==> config.mk <==
export PLATFORM = sky130hd
export DESIGN_NAME = switch_debounce
export DESIGN_NICKNAME = d
export VERILOG_FILES = /design/src/rtl/go_board_pkg.sv /design/src/rtl/debounce_channel.sv /design/src/rtl/switch_debounce.sv
export SDC_FILE = /design/constraint.sdc
export NUM_CORES = 1
export LEC_CHECK = 0
export ABC_CLOCK_PERIOD_IN_PS = 5000
export CORE_MARGIN = 3
export CORE_UTILIZATION = 55
export CTS_CLUSTER_SIZE = 25
export DETAILED_ROUTE_END_ITERATION = 12
export HOLD_SLACK_MARGIN = 0.1
export PLACE_DENSITY_LB_ADDON = 0.3
export SYNTH_ARGS = -nofsm -noshare
export SYNTH_HDL_FRONTEND = slang
export SYNTH_SLANG_ARGS = --single-unit
==> constraint.sdc <==
create_clock -name i_Clk -period 5 [get_ports i_Clk]
set_input_delay 0.75 -clock i_Clk [delete_from_list [all_inputs] [get_ports i_Clk]]
set_output_delay 0.75 -clock i_Clk [all_outputs]
set_load 0.01 [all_outputs]
==> src/rtl/go_board_pkg.sv <==
// Go Board shared constants: board clock and push-button debounce timing.
// Imported by the switch debounce blocks to derive their default qualification time.
package go_board_pkg;

    localparam int CLK_HZ          = 25_000_000;
    localparam int NUM_SWITCHES    = 4;
    localparam int DEBOUNCE_MS     = 10;
    localparam int DEBOUNCE_CYCLES = CLK_HZ / 1000 * DEBOUNCE_MS;

endpackage

==> src/rtl/debounce_channel.sv <==
// One push-button channel: optional 2-flop synchronizer, stability counter,
// clean level and one-cycle press / lift strobes.
// Ports: clk, reset (sync, active-high), raw (bouncing input),
//        level (debounced), press (0->1 strobe), lift (1->0 strobe).
// Macro SWITCH_DEBOUNCE_SYNC_EN: when defined, raw is synchronized first (+2 cycles).
module debounce_channel
    import go_board_pkg::*;
#(
    parameter int DEBOUNCE_LIMIT = DEBOUNCE_CYCLES
) (
    input  logic clk,
    input  logic reset,
    input  logic raw,
    output logic level,
    output logic press,
    output logic lift
);

    localparam int CNT_WIDTH = $clog2(DEBOUNCE_LIMIT + 1);
    localparam logic [CNT_WIDTH-1:0] CNT_LAST = CNT_WIDTH'(DEBOUNCE_LIMIT - 1);
    localparam logic [CNT_WIDTH-1:0] CNT_ONE  = CNT_WIDTH'(1);

    logic                 sample;
    logic [CNT_WIDTH-1:0] cnt;

`ifdef SWITCH_DEBOUNCE_SYNC_EN
    logic [1:0] sync_q;

    always_ff @(posedge clk) begin
        if (reset) begin
            sync_q <= '0;
        end else begin
            sync_q <= {sync_q[0], raw};
        end
    end

    assign sample = sync_q[1];
`else
    assign sample = raw;
`endif

    // Any sample matching the current clean level restarts qualification,
    // so only an unbroken run of DEBOUNCE_LIMIT differing samples commits.
    always_ff @(posedge clk) begin
        if (reset) begin
            cnt   <= '0;
            level <= 1'b0;
            press <= 1'b0;
            lift  <= 1'b0;
        end else begin
            press <= 1'b0;
            lift  <= 1'b0;
            if (sample == level) begin
                cnt <= '0;
            end else if (cnt == CNT_LAST) begin
                cnt   <= '0;
                level <= sample;
                press <= sample;
                lift  <= ~sample;
            end else begin
                cnt <= cnt + CNT_ONE;
            end
        end
    end

endmodule

==> src/rtl/switch_debounce.sv <==
// Go Board push-button front end: per-switch debounce plus press/release strobes.
// Ports: i_Clk, i_Reset (sync, active-high), i_Switch (raw levels),
//        o_Switch (debounced), o_Press (0->1 strobe), o_Release (1->0 strobe).
// Macro SWITCH_DEBOUNCE_SYNC_EN: adds a 2-flop synchronizer per channel.
module switch_debounce #(
    parameter int NUM_SWITCHES   = go_board_pkg::NUM_SWITCHES,
    parameter int DEBOUNCE_LIMIT = go_board_pkg::DEBOUNCE_CYCLES
) (
    input  logic                    i_Clk,
    input  logic                    i_Reset,
    input  logic [NUM_SWITCHES-1:0] i_Switch,
    output logic [NUM_SWITCHES-1:0] o_Switch,
    output logic [NUM_SWITCHES-1:0] o_Press,
    output logic [NUM_SWITCHES-1:0] o_Release
);

    for (genvar n = 0; n < NUM_SWITCHES; n++) begin : g_ch
        debounce_channel #(
            .DEBOUNCE_LIMIT(DEBOUNCE_LIMIT)
        ) u_ch (
            .clk  (i_Clk),
            .reset(i_Reset),
            .raw  (i_Switch[n]),
            .level(o_Switch[n]),
            .press(o_Press[n]),
            .lift (o_Release[n])
        );
    end

endmodule

* Yosys cells after proc, flatten, opt, wreduce, memory -nomap -nowiden
Cells that the tools add are included.
Operators by class: reductions and logical operators 12, equal/unequal tests 8, $add $sub $neg 4, bitwise operators 12
Operators by type and width (count):
- 18-bit by 1-bit adder with 18-bit output, second input constant | 4
- 18-bit == test, second input constant | 4
- 3-bit OR reduction | 8
- 1-bit inverter | 12
- 2-bit AND reduction | 4
- 1-bit == test | 4
Word-level totals: input bits 6, output and inout bits 12, register bits after elaboration 84

* Longest topological paths before layout
depth in word-level cells 3, gate-level depth with buffers 6, gate-level depth less buffers 5

* Modules after synthesis
From an unflattened synthesis, not the netlist that was laid out.
Unflattened totals: cell total of the unflattened synthesis 420, area total of the unflattened synthesis 3768.6 um2
By module, submodules not included:
- debounce_channel | cells an instance 105, seq. area each 420.4 um2, area each 942.2 um2, instances 4

* Least setup slack after synthesis
No wires, ideal clock.
path type flip-flop to flip-flop, start point register g_ch[2].u_ch.cnt[0], end point register g_ch[2].u_ch.cnt[10], buffers on the path 1, stages on the path, launching flop included 7, required time 4885 ps, library setup time 115 ps, slack 3201 ps, data arrival time 1684 ps, cell sequence dfxtp_1 -> ha_1 -> nand3_1 -> or4_1 -> o21ai_2 -> buf_4 -> nor2_1
Between the ends: longest elaborated chain between the ends 2
Ends and longest elaborated chain:
- from (decl) | RTL line debounce_channel.sv:24 | logic [CNT_WIDTH-1:0] cnt;
- from (signal assigned) | RTL line debounce_channel.sv:61 | cnt <= cnt + CNT_ONE;
- branches (longest 2 deep; another with 18-bit by 1-bit adder with 18-bit output)
Parallel ways; which one is timed is not known. A chain may end at the register's enable or synchronous reset.

* Worst setup path after layout
start point register g_ch[1].u_ch.cnt[0], end point register g_ch[1].u_ch.cnt[8]
Between the ends: longest elaborated chain between the ends 2
Ends and longest elaborated chain (RTL line):
- from (decl) | debounce_channel.sv:24
- from (signal assigned) | debounce_channel.sv:61
- branches (longest 2 deep; another with 18-bit by 1-bit adder with 18-bit output)
Parallel ways; which one is timed is not known.

==> summary.md <==
| Metric | Value |
|---|---|
| Wire length per cell | `12.9 um` |
| Final WL | `about 6600 um` |
| Final antenna-violating net count | `0` |
| Final Power | `0.00113 W` |
| Depth of the CTS H-tree | `3` |
| Critical Path Sink Type | `flop` |
| Worst Hold Depth | `1` |
| Worst skew pair latency | `between 300 and 400 ps` |
| Worst reg2reg startpoint | `g_ch[1].u_ch.cnt[0]` |
| Syn avg cell area | `around 9.0 sq um` |
| Setup Buffers After CTS | `0` |
| Die ar. | `between 7000 and 8000 sq um` |
| Hold/Removal Path Class | `flop to flop` |
| P&R area growth vs syn | `8.01%` |
| Initial Utilization | `58.4%` |
| Hold Vio Cnt, Final | `0` |
| Vias | `2848` |
| Synthesized Nets | `approximately 430` |
| First-pass GRT wire length | `roughly 11000 um` |
| CTS Root Cell | `clkbuf_8` |
| GRT Max-Usage Layer | `met2` |
| WP data required | `approximately 5200 ps` |
| Antenna violations before repair | `0` |
| Post-route setup TNS | `0 ps` |
| Post-layout min period | `2260 ps` |
| Unrepaired setup endpoints after global routing | `no` |
| Inserted Diodes | `0` |
| GRT Util Overall | `roughly 18%` |
| Largest net degree at the start of global routing | `19` |
| WS Path Type | `flop to flop` |
| Hold EP | `g_ch[0].u_ch.cnt[0]` |
| PD cells | `between 200 and 300 nW/um^2` |
| Synth Warn # | `0` |
| Routing usage on met1 | `22.2%` |
| Iter 0 DRT Violations | `88` |
| EDFF count, synth | `0` |
| VDD IR max | `approximately 0.00015 V` |
| Synth Instances | `423` |
| CTS tree | `yes` |
| Ports | `18` |
| Max stage delay on crit path | `~950 ps` |
| Worst Clk Skew | `~11 ps` |
| Slew HR | `~29%` |
| Ys async rst share | `0%` |
| # clock sinks | `84` |
| Critical Path Source Type | `flop` |
| Commonest non-fill, non-tap cell in the layout | `dfxtp_1` |
| Synth Flop Type | `dfxtp_1` |
| Most frequent cells in the layout | `dfxtp_1, nor2_1, xnor2_1, nand3_1` |
| Register-to-Register Path Depth | `5` |
| Share of post-route cells with drive strength above 1 | `6.45%` |
| Final period util | `between 40 and 50%` |
| Drt via density | `around 5.6` |
| CP cell instances | `ha_1 -> and3_1 -> nand4_1 -> o31ai_2 -> nor2_1` |
| DRC | `0` |
| Resize count post-CTS | `0` |
| Final non-filler cell total | `between 500 and 600` |
| Max clock buf depth | `2` |
| Outcome | `complete, no violations` |
| GR Overflow Total | `0` |
| Max Freq | `between 400 and 500 MHz` |
| Vias in the first global route | `2662` |
| Worst Max-Slew Pin Slew | `approximately 1100 ps` |
| Syn Std Cell Area | `between 3000 and 4000 sq um` |
| Rows | `29` |
| Synth Register Bits | `84` |
| Worst r2r dst | `g_ch[1].u_ch.cnt[8]` |
| First-pass detailed-route iteration total | `4` |
| Core area | `between 6000 and 7000 sq um` |
| Reg2reg setup slack | `~2700 ps` |
| Placed cell count | `about 500` |
| Max FO, Critical Path | `16` |
| Worst hold start | `g_ch[0].u_ch.cnt[0]` |
| Total CTS buffers | `9` |
| CP max-delay cell | `o31ai_2` |
| Max Cap Viol | `0` |
| Cell area after layout | `~4000 sq um` |
| Max Slew Vio Count | `0` |
| Worst-path clk slew | `~80 ps` |
| Crit path DAT | `2460 ps` |
| Post-DP HPWL | `4660 um` |
| IO buf count | `17` |
| # setup viols final | `0` |
| Netlist cell types | `42` |
| GPL Wtd Cong | `around 0.8` |
| Placed cell areas | `approximately 4000 sq um` |
| Met2 Use GR | `slightly below 30%` |
| Leak pwr | `around 1.2 nW` |
| Number of hold buffers added after CTS | `0` |
| Number of filler instances in the final layout | `between 500 and 600` |
| Part of the Yosys area used for sequential elements | `around 44%` |
| DIE HEIGHT | `between 80 and 90 um` |
| Final net count | `440` |
| Met3 Use GR | `3.32%` |
| Die width | `around 90 um` |
cell families (layout without fill, tap and decap cells):
logic type | count (synthesis) | after routing | synth area share, %
AOI/OAI and AO/OA | 20 | 20 | 3.64
xor gates and xnor gates | 61 | 61 | 14.0
adders and majority gates | 4 | 4 | 1.31
buffers and inverters | 34 | 45 | 4.92
DFF | 84 | 84 | 44.1
muxes | 4 | 4 | 1.05
and+or+nand+nor | 216 | 216 | 31.0
flip-flops by register name, indices dropped and copies added (netlist names):
register / flops
g_ch.u_ch.cnt: 72
g_ch.u_ch.level: 4
g_ch.u_ch.lift: 4
g_ch.u_ch.press: 4
worst max path at each step:
stage,from,to,slack (ps),cells after the start
6_report,g_ch[1].u_ch.cnt[0],g_ch[1].u_ch.cnt[8],2740,5
5_1_grt,g_ch[1].u_ch.cnt[0],g_ch[1].u_ch.cnt[4],2500,5
4_1_cts,g_ch[1].u_ch.cnt[0],g_ch[1].u_ch.cnt[8],2700,5
3_5_place_dp,g_ch[1].u_ch.cnt[0],g_ch[1].u_ch.cnt[8],2700,5
3_3_place_gp,i_Reset,g_ch[1].u_ch.cnt[3],2800,4
2_1_floorplan,g_ch[2].u_ch.cnt[0],g_ch[2].u_ch.cnt[10],3200,6
critical path: cells and delay by family, from the launching register on:
kind                       cells  cell delay [ps]
adders and majority gates      1              210
DFF                            1              380
AOI/OAI and AO/OA              1              950
and+or+nand+nor                3              570
cell type report:
type	instances	area, sq um	area share (%)
Sequential cell	84	1680	40.8
Inverter	13	48.8	1.18
Clock inverter	3	22.5	0.547
Clock buffer	12	155	3.77
Tap cell	77	96.3	2.34
Timing Repair Buffer	17	170	4.13
Multi-Input combinational cell	305	1940	47.2
where the power goes:
group          switching (W)  total (W)  internal [W]
Sequential        0.00000335   0.000675      0.000671
Clock               0.000227   0.000432      0.000205
Combinational      0.0000165  0.0000259    0.00000941
per-layer routing:
metal	share of wire, %	wire, um
met3	3.4	224
met1	49	3210
met2	46	3050
met4	1.6	104
met5	0	0
metrics by stage:
stage	setup WS (ps)	hold WS, ps	utilization [%]
after floorplan	3200	429	-
after global placement	2800	444	60.3
after detailed placement	2700	450	60.3
after CTS	2700	468	63.1
after global routing	2500	492	63.1
final	2740	464	63.1
synthesized netlist by cell type (6+ instances only):
cell	count	area share (%)
and3_1	7	1.1
nand3_1	23	3.0
nand2b_1	8	1.3
nor4b_1	7	1.6
xor2_1	18	4.1
nor4_1	16	2.6
buf_4	15	3.0
inv_1	13	1.3
nand2_1	14	1.4
or4_1	6	1.2
nand4_1	18	3.0
nor2_1	76	7.5
nor3_1	17	2.2
xnor2_1	43	9.9
dfxtp_1	84	44
a21oi_1	9	1.2
Power figures use the tool's default switching activity.
